$ cat src/rtl/color_pkg.sv
// Shared definitions for the TCS3200 RGB sampler: filter codes, FSM/channel
// encodings, output width and small arithmetic helpers.
package color_pkg;

  localparam int NORM_W = 16;

  localparam logic [1:0] FILT_RED   = 2'b00;
  localparam logic [1:0] FILT_BLUE  = 2'b01;
  localparam logic [1:0] FILT_GREEN = 2'b11;

  typedef enum logic [1:0] {
    ST_IDLE   = 2'd0,
    ST_SETTLE = 2'd1,
    ST_COUNT  = 2'd2,
    ST_STORE  = 2'd3
  } state_t;

  typedef enum logic [1:0] {
    CH_R = 2'd0,
    CH_G = 2'd1,
    CH_B = 2'd2
  } chan_t;

  // Clamp a widened count into the 16-bit result range.
  function automatic logic [NORM_W-1:0] sat16(input logic [31:0] x);
    logic [NORM_W-1:0] res;
    if (x > 32'h0000_FFFF) begin
      res = 16'hFFFF;
    end else begin
      res = x[15:0];
    end
    return res;
  endfunction

  function automatic logic [1:0] filt_code(input chan_t ch);
    logic [1:0] code;
    case (ch)
      CH_R:    code = FILT_RED;
      CH_G:    code = FILT_GREEN;
      CH_B:    code = FILT_BLUE;
      default: code = FILT_RED;
    endcase
    return code;
  endfunction

endpackage

$ cat src/rtl/tcs3200_rgb_sampler_if.sv
// Sensor pins and published RGB result bus of the TCS3200 sampler.
interface tcs3200_rgb_sampler_if;
  import color_pkg::*;

  logic              enable;
  logic              sensor_out;
  logic              s0;
  logic              s1;
  logic              s2;
  logic              s3;
  logic              oe_n;
  logic [NORM_W-1:0] red_norm;
  logic [NORM_W-1:0] green_norm;
  logic [NORM_W-1:0] blue_norm;
  logic              valid;
  logic              busy;

  modport master (
    input  enable, sensor_out,
    output s0, s1, s2, s3, oe_n,
    output red_norm, green_norm, blue_norm, valid, busy
  );

  modport slave (
    output enable, sensor_out,
    input  s0, s1, s2, s3, oe_n,
    input  red_norm, green_norm, blue_norm, valid, busy
  );

endinterface

$ cat src/rtl/tcs_edge_sync.sv
// Two-flop synchroniser for the asynchronous sensor pin followed by a
// registered rising-edge detector (one-cycle pulse per pin rise).
module tcs_edge_sync (
  input  logic clk,
  input  logic rst_n,
  input  logic async_in,
  output logic rise_pulse
);

  logic sync1_r;
  logic sync2_r;
  logic prev_r;
  logic rise_r;

  // Synchronise the pin and flag a 0->1 transition of the synchronised level.
  always_ff @(posedge clk or negedge rst_n) begin
    if (!rst_n) begin
      sync1_r <= 1'b0;
      sync2_r <= 1'b0;
      prev_r  <= 1'b0;
      rise_r  <= 1'b0;
    end else begin
      sync1_r <= async_in;
      sync2_r <= sync1_r;
      prev_r  <= sync2_r;
      rise_r  <= sync2_r & ~prev_r;
    end
  end

  assign rise_pulse = rise_r;

endmodule

$ cat src/rtl/tcs3200_rgb_sampler.sv
// Steps the TCS3200 filter through red, green and blue, counts sensor edges in a
// fixed gate window per channel and publishes all three 16-bit values together.
module tcs3200_rgb_sampler
  import color_pkg::*;
#(
  parameter int         SETTLE_CYCLES = 5000,
  parameter int         GATE_CYCLES   = 500000,
  parameter int         CNT_W         = 20,
  parameter int         NORM_SHIFT    = 0,
  parameter logic [1:0] FREQ_SCALE    = 2'b10
) (
  input logic                   clk,
  input logic                   rst_n,
  tcs3200_rgb_sampler_if.master bus
);

  state_t            state_r;
  state_t            state_nx_s;
  chan_t             ch_r;
  chan_t             ch_nx_s;
  logic [31:0]       timer_r;
  logic [CNT_W-1:0]  edge_cnt_r;
  logic [CNT_W-1:0]  shifted_s;
  logic [NORM_W-1:0] store_val_s;
  logic [NORM_W-1:0] shadow_red_r;
  logic [NORM_W-1:0] shadow_green_r;
  logic              rise_s;
  logic              settle_done_s;
  logic              gate_done_s;

  logic [1:0]        filt_nx_s;
  logic              oe_n_nx_s;
  logic              busy_nx_s;
  logic              publish_s;

  logic              s2_r;
  logic              s3_r;
  logic              oe_n_r;
  logic              busy_r;
  logic              valid_r;
  logic [NORM_W-1:0] red_r;
  logic [NORM_W-1:0] green_r;
  logic [NORM_W-1:0] blue_r;

  tcs_edge_sync u_edge_sync (
    .clk        (clk),
    .rst_n      (rst_n),
    .async_in   (bus.sensor_out),
    .rise_pulse (rise_s)
  );

  assign settle_done_s = (timer_r == 32'(SETTLE_CYCLES - 1));
  assign gate_done_s   = (timer_r == 32'(GATE_CYCLES - 1));
  assign shifted_s     = edge_cnt_r >> NORM_SHIFT;
  assign store_val_s   = sat16(32'(shifted_s));

  // FSM state and channel register.
  always_ff @(posedge clk or negedge rst_n) begin
    if (!rst_n) begin
      state_r <= ST_IDLE;
      ch_r    <= CH_R;
    end else begin
      state_r <= state_nx_s;
      ch_r    <= ch_nx_s;
    end
  end

  // Next-state and next-channel decode; dropping enable aborts only while measuring.
  always_comb begin
    state_nx_s = state_r;
    ch_nx_s    = ch_r;
    case (state_r)
      ST_IDLE: begin
        ch_nx_s = CH_R;
        if (bus.enable) begin
          state_nx_s = ST_SETTLE;
        end else begin
          state_nx_s = ST_IDLE;
        end
      end
      ST_SETTLE: begin
        if (!bus.enable) begin
          state_nx_s = ST_IDLE;
          ch_nx_s    = CH_R;
        end else if (settle_done_s) begin
          state_nx_s = ST_COUNT;
        end else begin
          state_nx_s = ST_SETTLE;
        end
      end
      ST_COUNT: begin
        if (!bus.enable) begin
          state_nx_s = ST_IDLE;
          ch_nx_s    = CH_R;
        end else if (gate_done_s) begin
          state_nx_s = ST_STORE;
        end else begin
          state_nx_s = ST_COUNT;
        end
      end
      ST_STORE: begin
        case (ch_r)
          CH_R: begin
            state_nx_s = ST_SETTLE;
            ch_nx_s    = CH_G;
          end
          CH_G: begin
            state_nx_s = ST_SETTLE;
            ch_nx_s    = CH_B;
          end
          default: begin
            ch_nx_s = CH_R;
            if (bus.enable) begin
              state_nx_s = ST_SETTLE;
            end else begin
              state_nx_s = ST_IDLE;
            end
          end
        endcase
      end
      default: begin
        state_nx_s = ST_IDLE;
        ch_nx_s    = CH_R;
      end
    endcase
  end

  // Next values of the registered sensor-control and status outputs.
  always_comb begin
    filt_nx_s = filt_code(ch_nx_s);
    oe_n_nx_s = (state_nx_s == ST_IDLE);
    busy_nx_s = (state_nx_s != ST_IDLE);
    if ((state_r == ST_STORE) && (ch_r == CH_B)) begin
      publish_s = 1'b1;
    end else begin
      publish_s = 1'b0;
    end
  end

  // Phase timer restarts on every state change and idles at zero.
  always_ff @(posedge clk or negedge rst_n) begin
    if (!rst_n) begin
      timer_r <= 32'd0;
    end else if ((state_nx_s != state_r) || (state_r == ST_IDLE)) begin
      timer_r <= 32'd0;
    end else begin
      timer_r <= timer_r + 32'd1;
    end
  end

  // Edge counter: held clear during settling, saturating while gating.
  always_ff @(posedge clk or negedge rst_n) begin
    if (!rst_n) begin
      edge_cnt_r <= {CNT_W{1'b0}};
    end else if (state_r == ST_SETTLE) begin
      edge_cnt_r <= {CNT_W{1'b0}};
    end else if ((state_r == ST_COUNT) && rise_s && (edge_cnt_r != {CNT_W{1'b1}})) begin
      edge_cnt_r <= edge_cnt_r + {{(CNT_W-1){1'b0}}, 1'b1};
    end else begin
      edge_cnt_r <= edge_cnt_r;
    end
  end

  // Per-channel shadows; blue needs none because it publishes straight from the count.
  always_ff @(posedge clk or negedge rst_n) begin
    if (!rst_n) begin
      shadow_red_r   <= 16'h0000;
      shadow_green_r <= 16'h0000;
    end else if ((state_r == ST_STORE) && (ch_r == CH_R)) begin
      shadow_red_r <= store_val_s;
    end else if ((state_r == ST_STORE) && (ch_r == CH_G)) begin
      shadow_green_r <= store_val_s;
    end else begin
      shadow_red_r   <= shadow_red_r;
      shadow_green_r <= shadow_green_r;
    end
  end

  // Output registers: all three results load on one edge, together with valid.
  always_ff @(posedge clk or negedge rst_n) begin
    if (!rst_n) begin
      s2_r    <= 1'b0;
      s3_r    <= 1'b0;
      oe_n_r  <= 1'b1;
      busy_r  <= 1'b0;
      valid_r <= 1'b0;
      red_r   <= 16'h0000;
      green_r <= 16'h0000;
      blue_r  <= 16'h0000;
    end else begin
      s2_r    <= filt_nx_s[1];
      s3_r    <= filt_nx_s[0];
      oe_n_r  <= oe_n_nx_s;
      busy_r  <= busy_nx_s;
      valid_r <= publish_s;
      if (publish_s) begin
        red_r   <= shadow_red_r;
        green_r <= shadow_green_r;
        blue_r  <= store_val_s;
      end else begin
        red_r   <= red_r;
        green_r <= green_r;
        blue_r  <= blue_r;
      end
    end
  end

  assign bus.s0         = FREQ_SCALE[1];
  assign bus.s1         = FREQ_SCALE[0];
  assign bus.s2         = s2_r;
  assign bus.s3         = s3_r;
  assign bus.oe_n       = oe_n_r;
  assign bus.busy       = busy_r;
  assign bus.valid      = valid_r;
  assign bus.red_norm   = red_r;
  assign bus.green_norm = green_r;
  assign bus.blue_norm  = blue_r;

endmodule
$ cat src/flat_wrapper.sv
// flat-port wrapper written by rule: the top's interface ports become plain ports
module tcs3200_rgb_sampler_flat import color_pkg::*;
#(
  parameter int         SETTLE_CYCLES = 5000,
  parameter int         GATE_CYCLES   = 500000,
  parameter int         CNT_W         = 20,
  parameter int         NORM_SHIFT    = 0,
  parameter logic [1:0] FREQ_SCALE    = 2'b10
)
  (clk, rst_n, bus_enable, bus_sensor_out, bus_s0, bus_s1, bus_s2, bus_s3, bus_oe_n, bus_red_norm, bus_green_norm, bus_blue_norm, bus_valid, bus_busy);
  tcs3200_rgb_sampler_if bus_i ();
  input logic clk;
  input logic rst_n;
  input wire logic [$bits(bus_i.enable)-1:0] bus_enable;
  input wire logic [$bits(bus_i.sensor_out)-1:0] bus_sensor_out;
  output wire logic [$bits(bus_i.s0)-1:0] bus_s0;
  output wire logic [$bits(bus_i.s1)-1:0] bus_s1;
  output wire logic [$bits(bus_i.s2)-1:0] bus_s2;
  output wire logic [$bits(bus_i.s3)-1:0] bus_s3;
  output wire logic [$bits(bus_i.oe_n)-1:0] bus_oe_n;
  output wire logic [$bits(bus_i.red_norm)-1:0] bus_red_norm;
  output wire logic [$bits(bus_i.green_norm)-1:0] bus_green_norm;
  output wire logic [$bits(bus_i.blue_norm)-1:0] bus_blue_norm;
  output wire logic [$bits(bus_i.valid)-1:0] bus_valid;
  output wire logic [$bits(bus_i.busy)-1:0] bus_busy;
  assign bus_i.enable = bus_enable;
  assign bus_i.sensor_out = bus_sensor_out;
  assign bus_s0 = bus_i.s0;
  assign bus_s1 = bus_i.s1;
  assign bus_s2 = bus_i.s2;
  assign bus_s3 = bus_i.s3;
  assign bus_oe_n = bus_i.oe_n;
  assign bus_red_norm = bus_i.red_norm;
  assign bus_green_norm = bus_i.green_norm;
  assign bus_blue_norm = bus_i.blue_norm;
  assign bus_valid = bus_i.valid;
  assign bus_busy = bus_i.busy;
  tcs3200_rgb_sampler #(.SETTLE_CYCLES(SETTLE_CYCLES), .GATE_CYCLES(GATE_CYCLES), .CNT_W(CNT_W), .NORM_SHIFT(NORM_SHIFT), .FREQ_SCALE(FREQ_SCALE)) u_core (.clk(clk), .rst_n(rst_n), .bus(bus_i));
endmodule
$ cat config.mk
export PLATFORM = sky130hd
export DESIGN_NAME = tcs3200_rgb_sampler_flat
export DESIGN_NICKNAME = d
export VERILOG_FILES = /design/src/rtl/color_pkg.sv /design/src/rtl/tcs3200_rgb_sampler_if.sv /design/src/rtl/tcs_edge_sync.sv /design/src/rtl/tcs3200_rgb_sampler.sv /design/src/flat_wrapper.sv
export SDC_FILE = /design/constraint.sdc
export NUM_CORES = 1
export LEC_CHECK = 0
export CAP_MARGIN = 5
export CORE_MARGIN = 2
export CORE_UTILIZATION = 39
export CTS_CLUSTER_DIAMETER = 40
export DETAILED_ROUTE_END_ITERATION = 8
export HOLD_SLACK_MARGIN = 0.1
export PLACE_DENSITY = 0.66
export SETUP_SLACK_MARGIN = 0.5
export SLEW_MARGIN = 40
export SYNTH_ARGS = -nofsm -noshare
export SYNTH_HDL_FRONTEND = slang
export SYNTH_SLANG_ARGS = --single-unit
export TNS_END_PERCENT = 20
$ cat constraint.sdc
create_clock -name clk -period 2.7 [get_ports clk]
set_input_delay 0.675 -clock clk [delete_from_list [all_inputs] [get_ports clk]]
set_output_delay 0.675 -clock clk [all_outputs]
set_load 0.02 [all_outputs]
Word-level counts from Yosys, hierarchy flattened
Cells that the tools add are included.
{ "op_classes": {"addsub": 2, "multipliers": 0, "div_mod_pow": 0, "magnitude_cmp": 1, "n_eq_ne": 11, "n_shift": 0, "n_mux": 16, "n_bitwise": 3, "reduce_logical": 14} }
{ "op_table": {"columns": ["op", "count"], "rows": [
  ["$mux 20", 2],
  ["$add 32x1->32 const B", 1],
  ["$eq 32x13->1 const B", 1],
  ["$eq 32x19->1 const B", 1],
  ["$mux 32", 1],
  ["$add 20x1->20 const B", 1],
  ["$gt 20x16->1 const B", 1],
  ["$ne 20x20->1 const B", 1],
  ["$mux 16", 1],
  ["$mux 2", 5],
  ["$eq 2x2->1 const B", 4],
  ["$pmux 2 s2", 2],
  ["$pmux 2 s4", 1],
  ["$eq 2x1->1 const B", 3],
  ["$logic_not 2->1", 3],
  ["$pmux 2 s3", 1],
  ["$logic_and 1x1->1", 5],
  ["$reduce_bool 2->1", 2],
  ["$reduce_or 2->1", 2],
  ["$mux 1", 3],
  ["$ne 2x2->1", 1],
  ["$not 1->1", 2],
  ["$reduce_and 2->1", 1],
  ["$and 1x1->1", 1],
  ["$logic_or 1x1->1", 1]
]} }
{ "totals": {"regBits": 145, "latchBits": 0, "mem_bits_rw": 0, "mem_bits_ro": 0, "word_cells": 65, "n_memories": 0} }

Depth between registers and ports, before layout
Gate-level depths: netlist (run 1).
{ "depth": {"word_depth": 7, "ltp_mapped": 9, "mapped_depth_nobuf": 8} }

Hierarchy
A second synthesis (run 1) with hierarchy kept.
{ "unflattened": {"hier_cells": 668, "area_unflattened_um2": 6710.2} }
{ "by_module_without_submodules": {"columns": ["mod", "n_inst", "cells_per_inst", "area_per_inst_um2", "seq_area_each_um2"], "rows": [
  ["tcs3200_rgb_sampler", 1, 663, 6596.3, 3529.6],
  ["tcs_edge_sync", 1, 5, 113.9, 100.1]
]} }

Least setup slack after synthesis (run 1)
OpenSTA, ideal clock, no wires.
{ "synth_path": {"kind": "flip-flop to flip-flop", "from": "register u_core.timer_r[0]", "to": "register u_core.timer_r[22]", "setup_time_ns": 0.147, "arrival_time_ns": 2.015, "required_ns": 2.553, "setup_slack_ns": 0.538, "stages_incl_launch_ff": 9, "path_buffers": 1, "synth_period_minus_slack_ns": 2.162, "cell_sequence": "dfrtp_1 -> ha_1 -> and4_2 -> nand3_1 -> nor4_2 -> a31oi_1 -> xnor2_1 -> buf_4 -> nor4_2"} }
{ "synth_between": {"elab_chain_len": 7} }
{ "synth_rtl": {"columns": ["element", "line", "text"], "rows": [
  ["from (decl)", "tcs3200_rgb_sampler.sv:21", "logic [31:0] timer_r;"],
  ["from (signal assigned)", "tcs3200_rgb_sampler.sv:147", "timer_r <= timer_r + 32'd1;"],
  ["$eq 32x19->1 or $eq 32x13->1 (tied branches)", "tcs3200_rgb_sampler.sv:53, tcs3200_rgb_sampler.sv:52", null],
  ["$mux 1 or $mux 2 (tied branches)", "tcs3200_rgb_sampler.sv:95, tcs3200_rgb_sampler.sv:85", null],
  ["$mux 2, on equally long branches", "tcs3200_rgb_sampler.sv:92, tcs3200_rgb_sampler.sv:82", null],
  ["$pmux 2 s4", "tcs3200_rgb_sampler.sv:72", "case (state_r)"],
  ["$ne 2x2->1", "tcs3200_rgb_sampler.sv:144", "end else if ((state_nx_s != state_r) || (state_r == ST_IDLE)) begin"],
  ["$logic_or 1x1->1", "tcs3200_rgb_sampler.sv:144", null],
  ["$mux 32 (*)", "tcs3200_rgb_sampler.sv:144", null]
]} }
Every way passes the cells marked *; elsewhere a longest branch is shown, timed or not.
A chain may end at the register's enable or synchronous reset.

Final worst setup path (run 1)
{ "layout_path": {"from": "register u_core.timer_r[9]", "to": "register u_core.timer_r[5]"} }
{ "layout_between": {"elab_chain_len": 7} }
{ "layout_rtl": {"columns": ["element", "line", "text"], "rows": [
  ["$eq 32x19->1 or $eq 32x13->1 (tied branches)", "tcs3200_rgb_sampler.sv:53, tcs3200_rgb_sampler.sv:52", null],
  ["$mux 1 or $mux 2 (tied branches)", "tcs3200_rgb_sampler.sv:95, tcs3200_rgb_sampler.sv:85", null],
  ["$mux 2, on equally long branches", "tcs3200_rgb_sampler.sv:92, tcs3200_rgb_sampler.sv:82", null],
  ["$pmux 2 s4 (*)", "tcs3200_rgb_sampler.sv:72", null],
  ["named net u_core.state_nx_s[0]", "tcs3200_rgb_sampler.sv:18", "state_t state_nx_s;"],
  ["$ne 2x2->1 (*)", "tcs3200_rgb_sampler.sv:144", null],
  ["$logic_or 1x1->1 (*)", "tcs3200_rgb_sampler.sv:144", null],
  ["$mux 32 (*)", "tcs3200_rgb_sampler.sv:144", null]
]} }
Mark *: on every way through the listed nets, which the timed path passes. The rest lies on a longest branch.

==> flow_summary_export.csv, run 1 <==
group,metric,value,unit
detailed_routing,dr.pass1.iters,4,
synthesis,synth_nets,646,
cts,clk_latency,0.42,ns
synthesis,avgSynthCellArea,10.2,um2
global_routing,antenna_found_initial,0,
sta,fin_tns_setup,0,ns
pwr,total_power,5.18,mW
pwr,p_leak,3.56,nW
sta,fmax,0.424,GHz
worst_setup_path,slowest_delay,0.57,ns
floorplan,dieWidth,133,um
sta,layout_setup_ws,0.344,ns
synthesis,synth_cells,635,
pwr,ir_worst_vdd,436,uV
finish,final_layout_size_suffix_gt1_share,15.9,%
detailed_routing,ant_nets,0,
sta,rsz0062_at_grt,"yes",
pwr,power-per-cell-area,623,mW/mm2
worst_setup_path,rrSetupSlack,0.34,ns
min_path,hp-class,"in -> async",
synthesis,synth_seq_cells,145,
global_routing,grt_max_degree,65,
cts,cts_inserted_buffers,17,
worst_setup_path,r2r_end,"u_core.timer_r[5]",
worst_setup_path,critPathKind,"reg -> reg",
floorplan,core-area,0.0163,mm2
synthesis,synth_cell_types,44,
cts,clkTransAtPathRegs,0.06,ns
finish,stdcell_count,935,
worst_setup_path,worstPathArrival,2.63,ns
finish,diodes,0,
detailed_routing,totalWireLength,14000,um
finish,final_nets,713,
sta,slew_violations,0,
sta,maxSlewHeadroom,48.2,%
cts,htreeDepth,4,
detailed_routing,dr_total_vias,4731,
sta,skew,0.00685,ns
detailed_routing,route.detailed.drc,0,
place,hpwl,8820,um
synthesis,seq_area_frac_synth,56.3,%
worst_setup_path,crit_fanout,7,
floorplan,rows,47,
worst_setup_path,reg2reg_depth,7,
worst_setup_path,crit_top_cell,"nor4_4",
worst_setup_path,startpoint_type,"flip-flop",
worst_setup_path,crit_path_end_kind,"flip-flop",
flow_run,maxCapViolCount,0,
place,dp_cells,891,
global_routing,grt_pass1_wl,22700,um
place,pre_cts_slack,0.0881,ns
cts,root_buffer,"clkbuf_16",
finish,syn_to_final_growth,28.8,%
sta,period_needed,2.36,ns
worst_setup_path,slowest_stage,"or4b_4",
synthesis,ys_warn_count,0,
global_routing,grt_use_total,16.1,%
worst_setup_path,crit_family,"simple AND/OR/NAND/NOR gates",
place,portBuffers,56,
cts,holdBufCountCts,0,
sta,setup_viol_count_final,0,
global_routing,grt_overflow_total,0,
synthesis,netlist_area,0.00645,mm2
place,gp_congestion,0.816,
sta,finalHoldViolCount,0,
finish,fin_util,50.8,%
floorplan,start_util,39.4,%
detailed_routing,drt-initial-drc-count,251,
sta,worst_pin_slew,0.778,ns
cts,cts_tree,"built",
floorplan,fp.dieH,133,um
detailed_routing,wl_per_cell,15.0,um
floorplan,top_level_ports,59,
worst_setup_path,crit_buf_inv,1,
cts,cts_sinks,145,
worst_setup_path,crit_path_cell_trace,"or4b_4 > nor4_4 > nand4bb_1 > o211ai_4 > xnor2_4 > clkbuf_16 > nor4_4",
cts,cts_buffer_depth,2,
worst_setup_path,r2r_start,"u_core.timer_r[9]",
sta,fin_crit_sh,87.3,%
floorplan,dieArea,0.0176,mm2
run_status,status,"finished clean",
detailed_routing,avgViaCountPerCell,5.06,
global_routing,grt_pass1_vias,4547,
worst_setup_path,cp.required,2.97,ns
timing repair:
item / in CTS / in global routing
gates cloned: 0 / 3
gates resized for setup: 8 / 32
endpoints found under the setup margin: 35 / 39
pin swaps: 2 / 30
setup buffers: 3 / 6
area by class of cell:
class	instances	area [um2]
tap	220	275
timing repair buffer	83	845
sequential	145	3630
clock buffer	17	425
inverter	8	30.0
multi-input combinational	447	2880
fill	1449	8040
clock inverter	15	216
synthesized netlist by cell type, drive strengths merged:
cell,count,area [um2]
nor3,8,40.0
and4b,1,10.0
nand3b,3,22.5
nand4,17,106
or2,1,6.26
a21o,1,7.51
xnor2,17,156
clkbuf,24,120
or4,1,7.51
nand4bb,1,11.3
nor3b,1,7.51
buf,11,90.1
nor2,68,263
or4b,1,10.0
mux2i,1,10.0
nor4,41,450
nand3,23,115
and3,3,20.0
nand2,146,548
o211ai,1,12.5
nand2b,2,12.5
inv,8,30.0
dfstp,1,26.3
dfrtp,144,3600
a21oi,19,95.1
or3b,1,8.76
and2,3,18.8
nor4b,1,8.76
nor2b,2,12.5
o21ai,34,170
ha,7,87.6
xor2,30,263
o21bai,1,7.51
conb,2,7.51
and4,7,62.6
a31oi,3,18.8
flip-flops by register name (all words and copies together), names as in the netlist, 16 cells and up:
name	flops
u_core.shadow_red_r	16
u_core.bus.green_norm	16
u_core.shadow_green_r	16
u_core.bus.red_norm	16
u_core.bus.blue_norm	16
u_core.timer_r	32
u_core.edge_cnt_r	20
layer usage:
layer / wire length, um / share of wire [%] / track usage [%]
met4: 204 / 1.5 / 5.97
met5: 0 / 0 / 0
met1: 6320 / 45 / 20.8
met2: 7030 / 50 / 26.6
met3: 441 / 3.2 / 3.68
stage by stage:
step	hold WS [ns]	cell area, um2
final	0.218	8310
after global routing	0.253	8310
after CTS	0.221	7960
after detailed placement	0.336	7250
after global placement	0.338	7250
after floorplan	0.331	6450
cells by family after synthesis:
kind of cell             after synthesis  share of synthesized area [%]
AND/OR/NAND/NOR                      331                           27.0
XOR/XNOR                              47                           6.50
multiplexers                           1                          0.155
AO/OA/AOI/OAI                         59                           4.83
other                                  2                          0.116
adder cells (fa/ha/maj)                7                           1.36
buffers and inverters                 43                           3.73
flip-flops                           145                           56.3
report_power, final:
part           switching [mW]  leakage, nW  internal [mW]
Sequential             0.0105         2.01           2.19
Clock                   0.974        0.313           1.58
Combinational           0.282         1.23          0.146
Total                    1.27         3.56           3.91
cells in the final DEF, fill, tap and decap left out, drive strengths merged, types with 2 or more instances in the layout:
cell | Yosys | layout
a21oi | 19 | 19
a31oi | 3 | 3
and2 | 3 | 3
and3 | 3 | 3
and4 | 7 | 7
buf | 11 | 26
bufinv | 0 | 4
clkbuf | 24 | 19
clkdlybuf4s50 | 0 | 55
clkinv | 0 | 2
conb | 2 | 2
dfrtp | 144 | 144
ha | 7 | 7
inv | 8 | 16
nand2 | 146 | 146
nand2b | 2 | 2
nand3 | 23 | 23
nand3b | 3 | 3
nand4 | 17 | 17
nor2 | 68 | 68
nor2b | 2 | 2
nor3 | 8 | 8
nor4 | 41 | 41
o21ai | 34 | 34
xnor2 | 17 | 17
xor2 | 30 | 30
worst max-delay path by stage:
stage / start / end / slack, ns / cells past startpoint
floorplan: u_core.timer_r[0] / u_core.timer_r[22] / 0.54 / 8
finish: u_core.timer_r[9] / u_core.timer_r[5] / 0.34 / 7
CTS: u_core.timer_r[9] / u_core.timer_r[7] / 0.36 / 7
detailed placement: bus_enable / u_core.timer_r[7] / 0.09 / 7
global placement: bus_enable / u_core.timer_r[23] / 0.18 / 7
global route: u_core.timer_r[22] / u_core.timer_r[5] / 0.25 / 7
Power figures use the tool's default switching activity.
==> run 2, diff against run 1 <==
--- a/config.mk
+++ b/config.mk
@@ -6,6 +6,7 @@
 export NUM_CORES = 1
 export LEC_CHECK = 0
 export CAP_MARGIN = 5
+export CORE_ASPECT_RATIO = 1.75
 export CORE_MARGIN = 2
 export CORE_UTILIZATION = 39
 export CTS_CLUSTER_DIAMETER = 40
==> flow_summary_export.csv, run 2 (synthesized netlist as in run 1, its figures left out) <==
group,metric,value,unit
run_status,status,"finished clean",
sta,maxSlewHeadroom,59.2,%
floorplan,core-area,0.0163,mm2
floorplan,fp.dieH,174,um
global_routing,grt_use_met3,4.30,%
cts,holdBufCountCts,0,
detailed_routing,drt-initial-drc-count,270,
finish,largest_register_ffs,32,
detailed_routing,ant_nets,0,
floorplan,dieArea,0.0176,mm2
place,gp_congestion,0.836,
min_path,hp-class,"in -> async",
sta,fin_tns_setup,0,ns
detailed_routing,totalWireLength,14700,um
finish,reg_top3,"u_core.timer_r: 32 flops, u_core.edge_cnt_r: 20 flops",
finish,regArea,0.00364,mm2
detailed_routing,dr_total_vias,4869,
finish,diodes,0,
cts,clk_latency,0.42,ns
floorplan,rows,62,
pwr,switching_power,1.12,mW
worst_setup_path,crit_path_end_kind,"flip-flop",
global_routing,grt_pass1_vias,5144,
sta,slew_violations,0,
detailed_routing,wl_per_cell,16.0,um
finish,layout_common_cells,"145 x nand2_1, 138 x dfrtp_1, 66 x nor2_1",
finish,final_nets,724,
cts,cts_inserted_buffers,17,
floorplan,top_level_ports,59,
global_routing,gr-usage-met2,30.8,%
finish,regMostFlops,"u_core.timer_r",
floorplan,start_util,39.6,%
sta,finalHoldViolCount,0,
place,hpwl,9680,um
global_routing,grt_use_total,17.9,%
cts,cts_sinks,145,
finish,multi_input_area,0.00281,mm2
sta,fmax,0.431,GHz
pwr,ir_worst_vdd,426,uV
worst_setup_path,startpoint_type,"flip-flop",
cts,htreeDepth,4,
detailed_routing,avgViaCountPerCell,5.30,
worst_setup_path,critPathKind,"reg -> reg",
sta,period_needed,2.32,ns
place,portBuffers,56,
cts,root_buffer,"clkbuf_16",
pwr,power-per-cell-area,609,mW/mm2
worst_setup_path,crit_fanout,16,
global_routing,grt_overflow_total,0,
pwr,clkPwrFrac,49.3,%
sta,skew,0.0106,ns
flow_run,maxCapViolCount,0,
detailed_routing,route.detailed.drc,0,
finish,final_layout_size_suffix_gt1_share,17.8,%
global_routing,antenna_found_initial,0,
floorplan,dieWidth,101,um
sta,timing.hold.ws,0.236,ns
pwr,p_leak,3.61,nW
pwr,swShare,22.2,%
finish,fill_cells,1425,
global_routing,grt_util_met1,19.6,%
worst_setup_path,worstPathArrival,2.64,ns
worst_setup_path,cp.required,3.02,ns
sta,worst_pin_slew,0.612,ns
global_routing,grt_max_degree,66,
sta,fin_crit_sh,85.8,%
pwr,combPwrFrac,7.1,%
pwr,pwr-share-seq,43.6,%
global_routing,busiest_layer,"met2",
detailed_routing,dr.pass1.iters,4,
global_routing,grt_pass1_wl,24900,um
finish,layout_commonest_cell,"nand2_1",
sta,rsz0062_at_grt,"yes",
cts,cts_tree,"built",
cts,cts_buffer_depth,2,
finish,syn_to_final_growth,28.8,%
cts,clkTransAtPathRegs,0.06,ns
sta,setup_viol_count_final,0,
pwr,p_int,3.93,mW
run 2: changes by cell type in the layout (fill, tap and decap cells not counted), moves of 2 or more:
| cell | delta |
|---|---|
| dfrtp_2 | +5 |
| inv_8 | -2 |
| clkbuf_1 | +3 |
| buf_4 | +11 |
| dfrtp_1 | -5 |
| inv_6 | -6 |
| bufbuf_16 | +2 |
| nor4_4 | -9 |
| clkbuf_16 | -2 |
| clkbuf_8 | +3 |
| nor4_2 | +10 |
run 2: repair_timing:
action,4_1_cts,5_1_grt
cloned,2,0
pin swaps,8,5
setup buffers,14,3
endpoints found under the setup margin,33,40
resized for setup,28,10
run 2: through the flow:
stage | worst slack (ns) | power, mW | instances | instance area [um2] | util (%)
global placement | 0.129 | 2.51 | 867 | 7260 | 44.5
global route | 0.274 | 5.23 | 918 | 8300 | 51.0
detailed placement | 0.0256 | 2.52 | 867 | 7260 | 44.5
finish | 0.382 | 5.05 | 918 | 8300 | 51.0
floorplan | 0.538 | 2.42 | 635 | 6450 | -
CTS | 0.433 | 5.08 | 915 | 8220 | 50.4
run 2: path summary, 6_finish.rpt:
| check | cells after the start | slack, ns | start | endpoint |
|---|---|---|---|---|
| worst min-delay path | 1 | 0.24 | rst_n | u_core.bus.green_norm[2] |
| min in group clk | 0 | 0.35 | u_core.u_edge_sync.sync1_r | u_core.u_edge_sync.sync2_r |
| worst min register to register | 0 | 0.35 | u_core.u_edge_sync.sync1_r | u_core.u_edge_sync.sync2_r |
| max in group asynchronous | 2 | 1.75 | rst_n | u_core.bus.oe_n |
| worst max-delay path | 7 | 0.38 | u_core.timer_r[27] | u_core.timer_r[10] |
| worst max register to register | 7 | 0.38 | u_core.timer_r[27] | u_core.timer_r[10] |
run 2: power by group through the flow:
stage          clock [mW]  sequential (mW)  combinational (mW)
2_1_floorplan           0             2.24               0.179
3_3_place_gp            0             2.24               0.275
3_5_place_dp            0             2.24               0.282
4_1_cts              2.54             2.20               0.337
5_1_grt              2.65             2.20               0.384
6_report             2.49             2.20               0.358
run 2: critical path: stages, from the launching register on:
cell	delay, ns
dfrtp_2	0.44
nor4_4	0.30
nand3_2	0.16
nor4_4	0.37
a31oi_2	0.18
xnor2_2	0.21
bufbuf_16	0.33
nor4_2	0.23
run 2: layout make-up:
class / instances / area share [%]
multi-input combinational: 447 / 33.9
clock inverter: 9 / 1.85
inverter: 8 / 0.362
tap: 192 / 2.89
clock buffer: 23 / 5.76
sequential: 145 / 43.8
timing repair buffer: 94 / 11.5
run 2: layer usage:
layer  share of wire [%]  wire [um]  vias up
met3                 3.3        483       33
li1                    -          -     2304
met2                  55       8160      128
met4                 3.6        536        0
met5                   0          0        -
met1                  38       5530     2404
